`src/rtl/stick_dir_pkg.sv`:
```
// Shared constants and types for the stick-direction controller:
// register addresses, FSM state encoding, direction width and the
// auto-repeat prescaler divisor.
package stick_dir_pkg;

   localparam logic [1:0] ADDR_DIR    = 2'd0;
   localparam logic [1:0] ADDR_CTRL   = 2'd1;
   localparam logic [1:0] ADDR_STATUS = 2'd2;
   localparam logic [1:0] ADDR_REPEAT = 2'd3;

   localparam int DIR_W    = 3;
   localparam int TICK_DIV = 1024;

   typedef enum logic [1:0] {
      IDLE   = 2'd0,
      HOLD   = 2'd1,
      REPEAT = 2'd2
   } state_t;

endpackage

```
`src/rtl/stick_key_debounce.sv`:
```
// Pushbutton front end: 2-flop synchroniser for the asynchronous key_n
// pins, inversion to active-high k, and a debounce counter that accepts
// k as the stable value kd once it has been unchanged for
// DEBOUNCE_CYCLES cycles.
module stick_key_debounce #(
   parameter int DEBOUNCE_CYCLES = 500000
) (
   input  logic       clk,
   input  logic       reset_n,
   input  logic [1:0] key_n,
   output logic [1:0] kd
);

   localparam int CNT_W = $clog2(DEBOUNCE_CYCLES);

   logic [1:0]       sync1;
   logic [1:0]       sync2;
   logic [1:0]       k;
   logic [1:0]       k_last;
   logic [CNT_W-1:0] cnt;

   assign k = ~sync2;

   // Two-stage synchroniser; resets to "keys released".
   always_ff @(posedge clk or negedge reset_n) begin
      if (!reset_n) begin
         sync1 <= 2'b11;
         sync2 <= 2'b11;
      end else begin
         sync1 <= key_n;
         sync2 <= sync1;
      end
   end

   // Reload the counter on any change of k; publish k once it has held.
   always_ff @(posedge clk or negedge reset_n) begin
      if (!reset_n) begin
         k_last <= 2'b00;
         cnt    <= '0;
         kd     <= 2'b00;
      end else if (k != k_last) begin
         k_last <= k;
         cnt    <= '0;
      end else if (cnt == CNT_W'(DEBOUNCE_CYCLES - 1)) begin
         kd <= k_last;
      end else begin
         cnt <= cnt + 1'b1;
      end
   end

endmodule

```
`src/rtl/nios_system_stick_dir_ctrl.sv`:
```
// Stick-direction controller on the Nios Avalon bus. The 3-bit direction
// register is shared between CPU writes and two debounced pushbuttons
// that step it modulo 8, with a hold delay and then auto-repeat.
// Optional build macro STICK_DIR_IRQ_EN adds the PEND/IE interrupt logic;
// without it STATUS and CTRL.IE read 0 and irq is tied low.
module nios_system_stick_dir_ctrl
   import stick_dir_pkg::*;
#(
   parameter int          DEBOUNCE_CYCLES = 500000,
   parameter logic [15:0] REPEAT_RESET    = 16'd12500,
   parameter int          HOLD_CYCLES     = 25000000
) (
   input  logic        clk,
   input  logic        reset_n,
   input  logic [1:0]  address,
   input  logic        chipselect,
   input  logic        write_n,
   input  logic [31:0] writedata,
   output logic [31:0] readdata,
   input  logic [1:0]  key_n,
   output logic [2:0]  out_port,
   output logic        irq
);

   localparam int HOLD_W = (HOLD_CYCLES > 2) ? $clog2(HOLD_CYCLES) : 1;
   localparam int PRE_W  = $clog2(TICK_DIV);

   logic [1:0]       kd;
   logic             cw;
   logic             req;
   state_t           state, state_nxt;
   logic [HOLD_W-1:0] hold_cnt, hold_cnt_nxt;
   logic [PRE_W-1:0] pre, pre_nxt;
   logic [15:0]      tick_cnt, tick_nxt;
   logic [1:0]       req_kd, req_kd_nxt;
   logic             step;
   logic [DIR_W-1:0] dir;
   logic             mode;
   logic [15:0]      rep_q;
   logic [15:0]      rep_eff;
   logic             pre_tick;
   logic             wr_en, wr_dir, wr_ctrl, wr_status, wr_repeat;
   logic             pend;
   logic             ie;
   logic             unused_bits;

   stick_key_debounce #(
      .DEBOUNCE_CYCLES(DEBOUNCE_CYCLES)
   ) u_debounce (
      .clk    (clk),
      .reset_n(reset_n),
      .key_n  (key_n),
      .kd     (kd)
   );

   // kd==2'b11 and kd==2'b00 are both treated as no request.
   assign cw  = (kd == 2'b01);
   assign req = (kd == 2'b01) || (kd == 2'b10);

   assign wr_en     = chipselect && !write_n;
   assign wr_dir    = wr_en && (address == ADDR_DIR);
   assign wr_ctrl   = wr_en && (address == ADDR_CTRL);
   assign wr_status = wr_en && (address == ADDR_STATUS);
   assign wr_repeat = wr_en && (address == ADDR_REPEAT);

   assign rep_eff  = (rep_q == 16'd0) ? 16'd1 : rep_q;
   assign pre_tick = (pre == PRE_W'(TICK_DIV - 1));

   assign unused_bits = &{1'b0, writedata[31:16]};

   // Next-state logic: step decision, hold counter and repeat prescaler.
   always_comb begin
      state_nxt    = state;
      hold_cnt_nxt = hold_cnt;
      pre_nxt      = '0;
      tick_nxt     = '0;
      req_kd_nxt   = req_kd;
      step         = 1'b0;
      if (mode) begin
         state_nxt    = IDLE;
         hold_cnt_nxt = '0;
      end else begin
         case (state)
            IDLE: begin
               hold_cnt_nxt = '0;
               if (req) begin
                  step       = 1'b1;
                  req_kd_nxt = kd;
                  state_nxt  = HOLD;
               end
            end
            HOLD: begin
               if (kd != req_kd) begin
                  state_nxt = IDLE;
               end else if (hold_cnt == HOLD_W'(HOLD_CYCLES - 1)) begin
                  step      = 1'b1;
                  state_nxt = REPEAT;
               end else begin
                  hold_cnt_nxt = hold_cnt + 1'b1;
               end
            end
            REPEAT: begin
               if (kd != req_kd) begin
                  state_nxt = IDLE;
               end else begin
                  pre_nxt  = pre_tick ? '0 : pre + 1'b1;
                  tick_nxt = tick_cnt;
                  if (pre_tick) begin
                     if (tick_cnt == rep_eff - 16'd1) begin
                        step     = 1'b1;
                        tick_nxt = '0;
                     end else begin
                        tick_nxt = tick_cnt + 16'd1;
                     end
                  end
               end
            end
            default: state_nxt = IDLE;
         endcase
      end
   end

   // FSM state and counter registers.
   always_ff @(posedge clk or negedge reset_n) begin
      if (!reset_n) begin
         state    <= IDLE;
         hold_cnt <= '0;
         pre      <= '0;
         tick_cnt <= '0;
         req_kd   <= 2'b00;
      end else begin
         state    <= state_nxt;
         hold_cnt <= hold_cnt_nxt;
         pre      <= pre_nxt;
         tick_cnt <= tick_nxt;
         req_kd   <= req_kd_nxt;
      end
   end

   // Direction register: a CPU write to DIR beats a same-cycle key step.
   always_ff @(posedge clk or negedge reset_n) begin
      if (!reset_n) begin
         dir   <= '0;
         mode  <= 1'b0;
         rep_q <= REPEAT_RESET;
      end else begin
         if (wr_dir) begin
            dir <= writedata[DIR_W-1:0];
         end else if (step) begin
            dir <= cw ? dir + 1'b1 : dir - 1'b1;
         end
         if (wr_ctrl) begin
            mode <= writedata[0];
         end
         if (wr_repeat) begin
            rep_q <= writedata[15:0];
         end
      end
   end

`ifdef STICK_DIR_IRQ_EN
   logic irq_q;
   logic key_step_applied;

   assign key_step_applied = step && !wr_dir;

   // PEND is set by applied key steps (set beats W1C); irq lags by one cycle.
   always_ff @(posedge clk or negedge reset_n) begin
      if (!reset_n) begin
         pend  <= 1'b0;
         ie    <= 1'b0;
         irq_q <= 1'b0;
      end else begin
         if (key_step_applied) begin
            pend <= 1'b1;
         end else if (wr_status && writedata[0]) begin
            pend <= 1'b0;
         end
         if (wr_ctrl) begin
            ie <= writedata[1];
         end
         irq_q <= pend && ie;
      end
   end

   assign irq = irq_q;
`else
   assign pend = 1'b0;
   assign ie   = 1'b0;
   assign irq  = 1'b0;
`endif

   assign out_port = dir;

   // Zero-latency register read; unused bits read 0.
   always_comb begin
      readdata = '0;
      case (address)
         ADDR_DIR:    readdata[DIR_W-1:0] = dir;
         ADDR_CTRL:   readdata[1:0]       = {ie, mode};
         ADDR_STATUS: readdata[0]         = pend;
         ADDR_REPEAT: readdata[15:0]      = rep_q;
         default:     readdata            = '0;
      endcase
   end

endmodule

```
`config.mk`:
```
export PLATFORM = sky130hd
export DESIGN_NAME = nios_system_stick_dir_ctrl
export DESIGN_NICKNAME = d
export VERILOG_FILES = /design/src/rtl/stick_dir_pkg.sv /design/src/rtl/stick_key_debounce.sv /design/src/rtl/nios_system_stick_dir_ctrl.sv
export SDC_FILE = /design/constraint.sdc
export NUM_CORES = 1
export LEC_CHECK = 0
export CAP_MARGIN = 0
export CORE_MARGIN = 2
export CORE_UTILIZATION = 30
export CTS_BUF_LIST = sky130_fd_sc_hd__clkbuf_16
export DETAILED_ROUTE_END_ITERATION = 8
export PLACE_DENSITY = 0.46
export SLEW_MARGIN = 15
export SYNTH_ARGS = -nofsm -noshare
export SYNTH_HDL_FRONTEND = slang
export SYNTH_HIERARCHICAL = 1
export SYNTH_SLANG_ARGS = --single-unit
```
`constraint.sdc`:
```
create_clock -name clk -period 6.38 [get_ports clk]
set_input_delay 1.914 -clock clk [delete_from_list [all_inputs] [get_ports clk]]
set_output_delay 1.914 -clock clk [all_outputs]
set_load 0.05 [all_outputs]
```
==> impl_metrics.toml <==
[power]
p_int_w = 0.00109
p_leak_nw = 2.81
power-per-cell-area_mw_per_mm2 = 229
switching_share_pct = 30.6
switchingPower_w = 0.000483
ir_worst_vdd_v = 0.000108
comb_power_share_pct = 16.7
clkPwrFrac_pct = 35.9
pwr-share-seq_pct = 47.3

[place]
dp_hpwl_um = 10300
place_inst = 921
routabilityCongestion = 0.760
portBuffers = 42
placed_area_mm2 = 0.00658

[global_routing]
grt_pass1_vias = 4683
grt_pass1_wl_um = 24300
grt_start_max_net_pins = 56
globalRouteTotalUtil_pct = 14.0
grt_overflow = 0
antenna_found_initial = 0

[clock_tree]
clk_path_buf_depth = 2
cts_hold_buf = 0
clk_latency_ns = 0.35
htreeDepth = 3
cts_setup_buffers = 0
ctsResizeCount = 0
cts_root_buf = "clkbuf_16"
path_clk_slew_ns = 0.07
cts_tree = "yes"
numCtsBuffers = 9
cts.sinks = 102

[route]
drcViolationCount = 0
detail-route-antenna-nets = 0
routed_wl_um = 14300
vias_per_cell = 5.05
vias = 4730
drt_iter0_drc = 253
wl_per_cell_um = 15.3
drtPass1Iterations = 4

[synthesis]
syn_avg_cell_area_um2 = 9.39
synthesis.instances = 638
yosysMostFrequentCell = "dfrtp_1"
yosysSeqAreaShare_pct = 42.8
synthArstFlopShare_pct = 100
ys_top_cells_by_area = "dfrtp_1, dfstp_2, xnor2_1"
synth-seq-cells = 102
yosysTopAreaCell = "dfrtp_1"
synth_ff_type = "dfrtp_1"
synth_edf_count = 0
syn_area_mm2 = 0.00599
synth_cell_types = 71
yosys_warnings = 6
synth_common_cells = "dfrtp_1, nor2_1, nand2_1"
netlist.area_leader.share_pct = 38.4

[floorplan]
pin_count = 76
start_util_pct = 30.7
die_area_mm2 = 0.0211
coreArea_mm2 = 0.0195
die_h_um = 145
die_w_um = 145
rows = 51

[setup_path]
path_common_cell = "clkdlybuf4s50_1"
crit_path_cell_trace = "clkdlybuf4s50_1, ha_1, buf_4, and2_1, clkdlybuf4s50_1"
worstSetupStartpointType = "primary input"
critPathMaxStageDelay_ns = 0.80
end_kind = "output pin"
arrival_ns = 3.81
critPathKind = "primary input to output pin"
slowest_stage = "clkdlybuf4s50_1"
path_max_fanout = 17
required_ns = 4.47

[timing]
tightest_slew_ns = 1.05
period_share_pct = 89.8
final-hold-violation-count = 0
slew_headroom_pct = 29.2
fmax_mhz = 175
tns_ns = 0
finClkSkew_ns = 0.0112
rsz0062_at_grt = "false"
period_minus_slack_ns = 5.73
setup_viol = 0
drv_slew = 0

[status]
status = "finished, final reports clean"

[min_path]
hp-class = "flop to flop"

[cells_and_area]
fin_nets = 719
final_util_pct = 35.2
drive_gt1_share_pct = 9.52
final_cells = 937
area_growth_pct = 14.7
antenna_cells = 0
stdcell_area_mm2 = 0.00687
fillers = 1989

[job]
drv_cap = 0
[metal layers]
| metal | track usage (%) | routed length [µm] |
|---|---|---|
| met1 | 19.5 | 7080 |
| met2 | 22.4 | 6420 |
| met3 | 3.11 | 666 |
| met4 | 3.24 | 142 |
| met5 | 0 | 0 |
[metrics by stage]
step | total power, W | hold slack, ns | worst slack [ns]
finish | 0.00158 | 0.357 | 0.653
global placement | 0.00102 | 0.347 | 0.687
global route | 0.00166 | 0.360 | 0.557
floorplan | 0.000931 | 0.345 | 1.02
detailed placement | 0.00102 | 0.348 | 0.663
CTS | 0.00160 | 0.359 | 0.649
[worst paths after layout]
kind | start | end | slack, ns | depth (start not counted)
worst max-delay path | address[0] | readdata[8] | 0.65 | 5
worst min-delay path | u_debounce/sync1[0] | u_debounce/sync2[0] | 0.36 | 0
worst max register to register | rep_q[4] | tick_cnt[2] | 2.34 | 13
worst min register to register | u_debounce/sync1[0] | u_debounce/sync2[0] | 0.36 | 0
max in group asynchronous | reset_n | u_debounce/cnt[4] | 3.63 | 2
min in group asynchronous | reset_n | hold_cnt[19] | 1.58 | 1
[layout make-up]
cell class                 count  area (µm²)  share of cell area [%]
multi-input combinational    489        3170                    46.1
sequential                   102        2560                    37.3
timing repair buffer          46         440                    6.41
tap                          265         332                    4.82
clock buffer                   9         225                    3.28
clock inverter                 7        71.3                    1.04
inverter                      19        71.3                    1.04
[placed cells by master (no fill, tap or decap), drive strengths merged, types with 10 or more instances in the layout]
master	instances
and3	19
conb	17
xnor2	30
dfstp	10
nor4	16
and2	17
o21ai	34
a21oi	19
mux2	23
nor2	60
nand2	43
inv	21
clkdlybuf4s50	38
or3	13
nand3	26
dfrtp	92
xor2	21
nor3b	11
nand4	11
a21o	12
nor3	25
ha	11
[flip-flops by register name (all words and copies together) (netlist names), 2 cells and up]
signal,cells
u_debounce/kd,2
pre,10
state,2
rep_q,16
req_kd,2
tick_cnt,16
u_debounce/sync1,2
hold_cnt,25
out_port,3
u_debounce/cnt,19
u_debounce/sync2,2
u_debounce/k_last,2
[cell families after synthesis]
| logic type | share of synthesized area, % |
|---|---|
| AND/OR/NAND/NOR | 24.8 |
| multiplexers | 5.32 |
| XOR/XNOR | 7.45 |
| adder cells (fa/ha/maj) | 2.63 |
| other | 0.0626 |
| AO/OA/AOI/OAI | 11.6 |
| buffers and inverters | 5.30 |
| flip-flops | 42.8 |
[power by group through the flow]
stage | registers (W) | clock network, W | logic (W)
2_1_floorplan | 0.000732 | 0 | 0.000199
3_3_place_gp | 0.000758 | 0 | 0.000262
3_5_place_dp | 0.000758 | 0 | 0.000264
4_1_cts | 0.000745 | 0.000589 | 0.000267
5_1_grt | 0.000753 | 0.000613 | 0.000289
6_report | 0.000746 | 0.000565 | 0.000264
[worst max-delay path, delay by kind of cell]
kind | cells | cell delay [ns]
simple gates | 1 | 0.17
buf+inv | 3 | 1.55
fa+ha+maj | 1 | 0.16
No activity file was read; power rests on OpenSTA's default activity.
